## src/rtl/flash_sample_reader.sv

```systemverilog
// flash_sample_reader
// Fetches one 32-bit word from flash over Avalon-MM for every start_flash
// request, then plays its two packed 16-bit samples (low half first), one per
// sample_tick, and pulses audio_done after the second sample.
// Optional read watchdog: define FLASH_READ_TIMEOUT_EN to enable it.
module flash_sample_reader #(
    parameter int SHIFT          = 0,
    parameter int TIMEOUT_CYCLES = 1024
) (
    input  logic        clk,
    input  logic        reset,
    input  logic        start_flash,
    input  logic [31:0] byte_address,
    input  logic        sample_tick,
    output logic        flash_mem_read,
    output logic [22:0] flash_mem_address,
    output logic [3:0]  flash_mem_byteenable,
    input  logic        flash_mem_waitrequest,
    input  logic [31:0] flash_mem_readdata,
    input  logic        flash_mem_readdatavalid,
    output logic [15:0] audio_out,
    output logic        audio_valid,
    output logic        audio_done,
    output logic        busy,
    output logic        timeout_err
);

    typedef enum logic [2:0] {
        IDLE,
        REQ,
        WAIT_DATA,
        PLAY_LO,
        PLAY_HI
    } state_t;

    state_t      state;
    state_t      state_next;
    logic [31:0] word;
    logic [15:0] sample_lo;
    logic [15:0] sample_hi;
    logic        timeout_hit;
    logic        unused_addr_bits;

    // Only the word-address bits of the byte address reach the flash
    assign unused_addr_bits = ^{byte_address[31:25], byte_address[1:0]};

    assign flash_mem_byteenable = 4'b1111;

    // Attenuated samples; arithmetic shift keeps the sign
    assign sample_lo = $signed(word[15:0]) >>> SHIFT;
    assign sample_hi = $signed(word[31:16]) >>> SHIFT;

`ifdef FLASH_READ_TIMEOUT_EN
    logic [31:0] wait_count;
    logic        timeout_flag;

    // Watchdog fires once the read has spent TIMEOUT_CYCLES cycles in flight;
    // data arriving on that same edge still wins
    assign timeout_hit = ((state == REQ) || (state == WAIT_DATA))
                         && (wait_count == 32'(TIMEOUT_CYCLES - 1))
                         && !((state == WAIT_DATA) && flash_mem_readdatavalid);

    assign timeout_err = timeout_flag;

    // Count cycles spent waiting on the flash, restarting with each new request
    always_ff @(posedge clk) begin
        if (reset) begin
            wait_count <= '0;
        end else if ((state == IDLE) && start_flash) begin
            wait_count <= '0;
        end else if ((state == REQ) || (state == WAIT_DATA)) begin
            wait_count <= wait_count + 32'd1;
        end
    end

    // Sticky error flag, cleared only by reset
    always_ff @(posedge clk) begin
        if (reset) begin
            timeout_flag <= 1'b0;
        end else if (timeout_hit) begin
            timeout_flag <= 1'b1;
        end
    end
`else
    logic unused_timeout_cfg;

    // Without the watchdog the read waits indefinitely and the flag never sets
    assign unused_timeout_cfg = (TIMEOUT_CYCLES > 0);
    assign timeout_hit        = 1'b0;
    assign timeout_err        = 1'b0;
`endif

    // State register
    always_ff @(posedge clk) begin
        if (reset) begin
            state <= IDLE;
        end else begin
            state <= state_next;
        end
    end

    // Next-state decode plus the state-decoded bus and status outputs
    always_comb begin
        state_next     = state;
        flash_mem_read = (state == REQ);
        busy           = (state != IDLE);
        case (state)
            IDLE:      if (start_flash)             state_next = REQ;
            REQ:       if (!flash_mem_waitrequest)  state_next = WAIT_DATA;
            WAIT_DATA: if (flash_mem_readdatavalid) state_next = PLAY_LO;
            PLAY_LO:   if (sample_tick)             state_next = PLAY_HI;
            PLAY_HI:   if (sample_tick)             state_next = IDLE;
            default:                                state_next = IDLE;
        endcase
        if (timeout_hit) begin
            state_next = PLAY_LO;
        end
    end

    // Address capture, word capture and sample playback strobes
    always_ff @(posedge clk) begin
        if (reset) begin
            flash_mem_address <= '0;
            word              <= '0;
            audio_out         <= '0;
            audio_valid       <= 1'b0;
            audio_done        <= 1'b0;
        end else begin
            audio_valid <= 1'b0;
            audio_done  <= 1'b0;
            case (state)
                IDLE: begin
                    if (start_flash) begin
                        flash_mem_address <= byte_address[24:2];
                    end
                end
                WAIT_DATA: begin
                    if (flash_mem_readdatavalid) begin
                        word <= flash_mem_readdata;
                    end
                end
                PLAY_LO: begin
                    if (sample_tick) begin
                        audio_out   <= sample_lo;
                        audio_valid <= 1'b1;
                    end
                end
                PLAY_HI: begin
                    if (sample_tick) begin
                        audio_out   <= sample_hi;
                        audio_valid <= 1'b1;
                        audio_done  <= 1'b1;
                    end
                end
                default: ;
            endcase
            if (timeout_hit) begin
                word <= '0;
            end
        end
    end

endmodule

```

## config.mk

```make
export PLATFORM = sky130hd
export DESIGN_NAME = flash_sample_reader
export DESIGN_NICKNAME = d
export VERILOG_FILES = /design/src/rtl/flash_sample_reader.sv
export SDC_FILE = /design/constraint.sdc
export NUM_CORES = 1
export LEC_CHECK = 0
export ABC_AREA = 1
export CELL_PAD_IN_SITES_DETAIL_PLACEMENT = 2
export CELL_PAD_IN_SITES_GLOBAL_PLACEMENT = 2
export CORE_UTILIZATION = 23
export DETAILED_ROUTE_END_ITERATION = 12
export PLACE_DENSITY_LB_ADDON = 0.1
export SYNTH_ARGS = -nofsm -noshare
export SYNTH_HDL_FRONTEND = slang
export SYNTH_SLANG_ARGS = --single-unit
```

## constraint.sdc

```tcl
create_clock -name clk -period 1.6 [get_ports clk]
set_clock_uncertainty 0.15 [all_clocks]
set_input_delay 0.32 -clock clk [delete_from_list [all_inputs] [get_ports clk]]
set_output_delay 0.32 -clock clk [all_outputs]
set_load 0.02 [all_outputs]
```

==> flow_metrics.env, run 1 <==
export IMPL_clk_latency_ns=0.33
export IMPL_wl_met1_mm=4.26
export IMPL_p_int_mw=4.65
export IMPL_period_needed_ns=1.54
export IMPL_die_w_um=116
export IMPL_switching_share=0.329
export IMPL_core_area_um2=12700
export IMPL_power_density_nw_per_um2=1460
export IMPL_worstPathMaxFanout=3
export IMPL_ir_worst_vdd_v=0.000513
export IMPL_post_route_util=0.374
export IMPL_start_util=0.236
export IMPL_ioPinCount=118
export IMPL_io_buffers=103
export IMPL_cts_sinks=76
export IMPL_yosysSeqAreaShare=0.508
export IMPL_grtUsageTotal=0.148
export IMPL_cp_top_family="flip-flops"
export IMPL_syn_area_um2=3000
export IMPL_wl_per_cell_um=13.6
export IMPL_hold_violations=0
export IMPL_hold_buffers=0
export IMPL_p_switching_mw=2.27
export IMPL_crit_required_ns=1.13
export IMPL_power_frac_comb=0.327
export IMPL_viasPerCell=4.28
export IMPL_grt_pass1_vias=3217
export IMPL_cp_end_kind="primary output"
export IMPL_yosysUniqueCellTypes=21
export IMPL_syn_inst=396
export IMPL_cp_slowest_cell="dfxtp_2"
export IMPL_antenna_found_initial=0
export IMPL_finalWeightedCongestion=0.732
export IMPL_area_delta_synth_final_pct=58.3
export IMPL_fin_nets=579
export IMPL_drc=0
export IMPL_route_met3_wl_um=556
export IMPL_drv_slew=0
export IMPL_drt_wl_total_mm=9.35
export IMPL_setup_viol=0
export IMPL_diodes=0
export IMPL_p_leak_nw=1.96
export IMPL_postCtsSetupBuffers=0
export IMPL_tritoncts="yes"
export IMPL_layout_worst_path_cycle_share=0.965
export IMPL_synth_ff_type="dfxtp_1"
export IMPL_dp_hpwl_mm=6.69
export IMPL_dr_max_layer_used="met4"
export IMPL_start_kind="register"
export IMPL_syn_area_per_cell_um2=7.56
export IMPL_hp_class="reg -> reg"
export IMPL_synth_top_area_cell="dfxtp_1"
export IMPL_worstPathArrival_ns=1.07
export IMPL_clockBufferDepth=2
export IMPL_drt_iter0_markers=126
export IMPL_pwr_share_seq=0.353
export IMPL_first_pass_iters=4
export IMPL_wl_met2_mm=4.40
export IMPL_p_clk_frac=0.320
export IMPL_ys_async_sr_fraction=0
export IMPL_status="finished, final reports clean"
export IMPL_path_cells="buf_4 -> nor2_4 -> nand2_1 -> buf_2"
export IMPL_synth_edf_count=0
export IMPL_dpl_cell_count=669
export IMPL_yosys_area_top_type_share=0.508
export IMPL_grt_setup_unrepaired="yes"
export IMPL_path_buf_inv=2
export IMPL_slowest_delay_ns=0.33
export IMPL_ys_ff_latch=76
export IMPL_route_vias_total=2934
export IMPL_grt_overflow_total=0
export IMPL_dieArea_um2=13500
export IMPL_path_class="reg -> out"
export IMPL_synth_most_common_cell="dfxtp_1"
export IMPL_clock_root_buffer="clkbuf_16"
export IMPL_max_freq_mhz=648
export IMPL_maxCapViolCount=0
export IMPL_clkTransAtPathRegs_ns=0.06
export IMPL_cts_buffers=9
export IMPL_yosys_top_cells_count="76 x dfxtp_1, 72 x a21oi_1, 68 x o21ai_0"
export IMPL_grt_max_degree=62
export IMPL_ant_nets=0
export IMPL_fin_cells=686
export IMPL_rows=41
export IMPL_grt_pass1_wl_mm=15.3
export IMPL_yosysWarnings=0
export IMPL_cts_max_level=3
export IMPL_die_y_um=116
export IMPL_layout_drive_gt1_share=0.134
export IMPL_synth_area_leaders="dfxtp_1 51%, a21oi_1 12%, o21ai_0 11%"
sequential cells by signal (all words and copies together), names as in the netlist:
name / count
audio_done: 1
state: 3
flash_mem_address: 23
audio_out: 16
audio_valid: 1
word: 32
through the flow:
step / hold WS, ns / instance area (um^2) / setup slack (ns) / total power, mW / TNS [ns]
floorplan: 0.274 / 3010 / 0.145 / 3.67 / 0
global placement: 0.280 / 4380 / -0.0654 / 4.74 / -1.95
detailed placement: 0.289 / 4380 / -0.116 / 4.82 / -2.79
CTS: 0.298 / 4650 / 0.00145 / 6.95 / 0
global route: 0.325 / 4740 / -0.00814 / 7.40 / -0.0111
finish: 0.293 / 4740 / 0.0563 / 6.92 / 0
what timing repair did:
item                       4_1_cts  5_1_grt
cloned                           0        1
gates resized for setup         54       45
setup endpoints to repair       47       70
power groups by stage:
stage	clock network, mW	logic (mW)	registers (mW)
global route	2.38	2.52	2.50
floorplan	0	0.994	2.68
detailed placement	0	2.33	2.49
finish	2.22	2.26	2.45
global placement	0	2.27	2.47
CTS	2.30	2.20	2.45
worst register-to-register path: cells and delay by family (launching register included):
family / cells / cell delay [ns]
compound gates: 2 / 0.24
flops: 1 / 0.33
simple gates: 2 / 0.16
buf+inv: 4 / 0.53
logic make-up after synthesis:
group,count (synthesis),synth area share
other cells,2,0.00251
flops,76,0.508
buf+inv,93,0.129
compound gates,143,0.239
simple gates,82,0.121
cells in the final DEF (no fill, tap or decap), types with 7 or more instances in the layout:
master           count
a21oi_1             70
buf_12               7
buf_4               17
clkbuf_16           10
clkdlybuf4s50_1     60
dfxtp_1             73
dlygate4sd2_1       41
inv_1               63
nand2_1             58
nor2_1               7
o21ai_0             37
o21ai_1             25
o21ai_2              9
metal layers:
metal	global-route usage	vias up
li1	-	1488
met1	0.179	1375
met2	0.244	62
met3	0.0462	9
met4	0.0615	0
met5	0	-
path summary, 6_finish.rpt:
path | slack (ns) | cells past startpoint | from | end
max | 0.06 | 4 | state[0]$_SDFFE_PP0P_ | busy
min | 0.29 | 2 | word[1]$_SDFFE_PP0P_ | word[1]$_SDFFE_PP0P_
max reg2reg | 0.07 | 8 | state[0]$_SDFFE_PP0P_ | flash_mem_address[18]$_SDFFE_PP0P_
min reg2reg | 0.29 | 2 | word[1]$_SDFFE_PP0P_ | word[1]$_SDFFE_PP0P_
layout make-up:
class,instances,area [um^2]
timing repair buffer,128,1270
sequential,76,1530
clock buffer,14,294
clock inverter,2,38.8
multi-input combinational,230,1160
inverter,64,243
fill,1489,7930
tap,172,215
Note: power is estimated with default switching activity, not from simulation.
==> inputs of run 2 (changes only) <==
--- a/config.mk
+++ b/config.mk
@@ -5,11 +5,11 @@
 export SDC_FILE = /design/constraint.sdc
 export NUM_CORES = 1
 export LEC_CHECK = 0
-export ABC_AREA = 1
 export CELL_PAD_IN_SITES_DETAIL_PLACEMENT = 2
 export CELL_PAD_IN_SITES_GLOBAL_PLACEMENT = 2
-export CORE_UTILIZATION = 23
+export CORE_UTILIZATION = 24
 export DETAILED_ROUTE_END_ITERATION = 12
+export HOLD_SLACK_MARGIN = 0.1
 export PLACE_DENSITY_LB_ADDON = 0.1
 export SYNTH_ARGS = -nofsm -noshare
 export SYNTH_HDL_FRONTEND = slang
==> run 2 against run 1 <==
Effect of this change:
- cell count down 5.5%
- combinational power shrank 43%
- synthesized cell count fell by 10%
- clock power down 14%
- utilization increased by 5.8 points
- critical endpoint is now flash_mem_address[13]$_SDFFE_PP0P_
- total power fell by 24%
- the flow now finishes with violations (setup timing)
==> flow_metrics.env, run 2 <==
export IMPL_status="complete, but fails checks"
export IMPL_violations="setup timing"
export IMPL_viasPerCell=4.57
export IMPL_grt_max_degree=38
export IMPL_route_vias_total=2962
export IMPL_yosysUniqueCellTypes=31
export IMPL_critPathMostFrequentCell="buf_12"
export IMPL_hold_violations=0
export IMPL_area_delta_synth_final_pct=72.4
export IMPL_cp_slowest_cell="or4b_4"
export IMPL_antenna_found_initial=0
export IMPL_diodes=0
export IMPL_maxCapViolCount=0
export IMPL_layout_commonest_cell="nand2_1"
export IMPL_die_w_um=115
export IMPL_min_from="reset"
export IMPL_finalWeightedCongestion=0.759
export IMPL_holdPathEnd="state[0]$_SDFFE_PP0P_"
export IMPL_tritoncts="yes"
export IMPL_grtUsageTotal=0.172
export IMPL_power_density_nw_per_um2=999
export IMPL_pre_cts_ws_ns=-0.465
export IMPL_cts_max_level=3
export IMPL_yosys_top_cells_count="111 x nand2_1, 76 x dfxtp_1, 56 x a21oi_1"
export IMPL_dpl_cell_count=615
export IMPL_cts_buffers=9
export IMPL_ant_nets=0
export IMPL_start_kind="register"
export IMPL_layout_worst_path_cycle_share=1.10
export IMPL_worstPathMaxFanout=6
export IMPL_hp_class="in -> reg"
export IMPL_grt_overflow_total=0
export IMPL_max_freq_mhz=570
export IMPL_grt_pass1_vias=3216
export IMPL_stdcell_area_um2=5280
export IMPL_p_leak_nw=2.08
export IMPL_largest_register_ffs=32
export IMPL_grt_setup_unrepaired="yes"
export IMPL_fin_nets=545
export IMPL_post_route_util=0.432
export IMPL_worstPathArrival_ns=1.82
export IMPL_layout_setup_ws_ns=-0.156
export IMPL_period_needed_ns=1.76
export IMPL_path_buf_inv=3
export IMPL_synth_ff_type="dfxtp_1"
export IMPL_ys_ff_latch=76
export IMPL_setup_viol=52
export IMPL_syn_inst=355
export IMPL_rows=40
export IMPL_num_fill_cells=1303
export IMPL_multiInputGateArea_um2=1740
export IMPL_io_buffers=103
export IMPL_synth_most_common_cell="nand2_1"
export IMPL_core_area_um2=12200
export IMPL_total_power_mw=5.27
export IMPL_yosys_area_top_type_share=0.497
export IMPL_start_util=0.251
export IMPL_fin_cells=648
export IMPL_syn_area_um2=3060
export IMPL_synth_area_leaders="dfxtp_1 50%, nand2_1 14%, a21oi_1 9.2%"
export IMPL_r2r_end="flash_mem_address[13]$_SDFFE_PP0P_"
export IMPL_hold_buffers=0
export IMPL_r2r_cells=6
export IMPL_dp_hpwl_mm=7.01
export IMPL_ir_worst_vdd_v=0.000568
export IMPL_r2r_setup_slack_ns=-0.16
export IMPL_synth_top_area_cell="dfxtp_1"
export IMPL_path_class="reg -> reg"
export IMPL_setup_tns_ns=-3.67
export IMPL_clk_latency_ns=0.34
export IMPL_clockBufferDepth=2
export IMPL_dieArea_um2=13200
export IMPL_syn_area_per_cell_um2=8.63
export IMPL_synth_edf_count=0
export IMPL_rr_startpoint="state[2]$_SDFFE_PP0P_"
export IMPL_cts_sinks=76
export IMPL_seqCellArea_um2=1520
export IMPL_hold_depth=3
export IMPL_reg_top3="word (32), flash_mem_address (23), audio_out (16)"
export IMPL_drt_wl_total_mm=11.1
export IMPL_ioPinCount=118
export IMPL_wl_per_cell_um=17.1
export IMPL_first_pass_iters=6
export IMPL_drv_slew=0
export IMPL_top_register="word"
export IMPL_ys_async_sr_fraction=0
export IMPL_clock_root_buffer="clkbuf_16"
export IMPL_grt_pass1_wl_mm=16.9
export IMPL_drc=0
export IMPL_die_y_um=115
export IMPL_whs_ns=0.212
export IMPL_crit_required_ns=1.66
export IMPL_clkTransAtPathRegs_ns=0.06
export IMPL_mostFrequentLayoutCells="77 x nand2_1, 74 x dfxtp_1, 58 x clkdlybuf4s50_1"
export IMPL_path_cells="buf_6 -> or4b_4 -> buf_12 -> buf_12 -> nand2_2 -> a21oi_1"
export IMPL_place_area_um2=4360
export IMPL_drt_iter0_markers=98
export IMPL_yosysWarnings=0
export IMPL_layout_drive_gt1_share=0.321
export IMPL_cp_top_family="simple AND/OR/NAND/NOR gates"
export IMPL_cp_end_kind="register"
export IMPL_yosysSeqAreaShare=0.497
export IMPL_slowest_delay_ns=0.58
[run 2: final cells by class]
type,count,area share
sequential,76,0.289
clock inverter,7,0.00995
clock buffer,9,0.0427
multi-input combinational,245,0.329
tap,168,0.0398
timing repair buffer,143,0.290
[run 2: power by group]
part / leakage (nW) / total, mW / switching [mW] / internal [mW]
combinational: 1.33 / 1.28 / 0.646 / 0.637
sequential: 0.618 / 2.09 / 0.0836 / 2.01
clock: 0.136 / 1.90 / 0.838 / 1.06
[run 2: metal layers]
layer	GRT usage	vias up	wire, um
li1	-	1429	-
met1	0.196	1451	4740
met2	0.293	76	5460
met3	0.0669	6	765
met4	0.0563	0	107
met5	0	-	0
[run 2: kinds of logic after synthesis]
logic type | Yosys count | synth area share
DFF | 76 | 0.497
other | 2 | 0.00245
AOI/OAI and AO/OA | 74 | 0.152
buffers and inverters | 37 | 0.0686
and+or+nand+nor | 148 | 0.221
muxes | 18 | 0.0588
[run 2: worst reg2reg max path, stage by stage (launching register included)]
cell and delay [ns]:
dfxtp_2 0.34, buf_6 0.13, or4b_4 0.58, buf_12 0.17, buf_12 0.14, nand2_2 0.07
a21oi_1 0.07
[run 2: timing repair]
item                       CTS  global route
gates resized for setup     90            93
buffers inserted             5             5
gates cloned                 7             1
setup endpoints to repair  103            76
pin swaps                    5            38
[run 2: worst max-delay path by stage]
stage / start / endpoint / slack (ns) / cells past startpoint
after detailed placement: sample_tick / audio_out[2]$_SDFFE_PP0P_ / -0.47 / 5
after CTS: state[1]$_SDFFE_PP0P_ / flash_mem_address[17]$_SDFFE_PP0P_ / -0.13 / 6
final: state[2]$_SDFFE_PP0P_ / flash_mem_address[13]$_SDFFE_PP0P_ / -0.16 / 6
after floorplan: state[1]$_SDFFE_PP0P_ / flash_mem_address[3]$_SDFFE_PP0P_ / 0.04 / 5
after global placement: sample_tick / audio_out[15]$_SDFFE_PP0P_ / -0.41 / 5
after global routing: state[2]$_SDFFE_PP0P_ / flash_mem_address[13]$_SDFFE_PP0P_ / -0.20 / 6
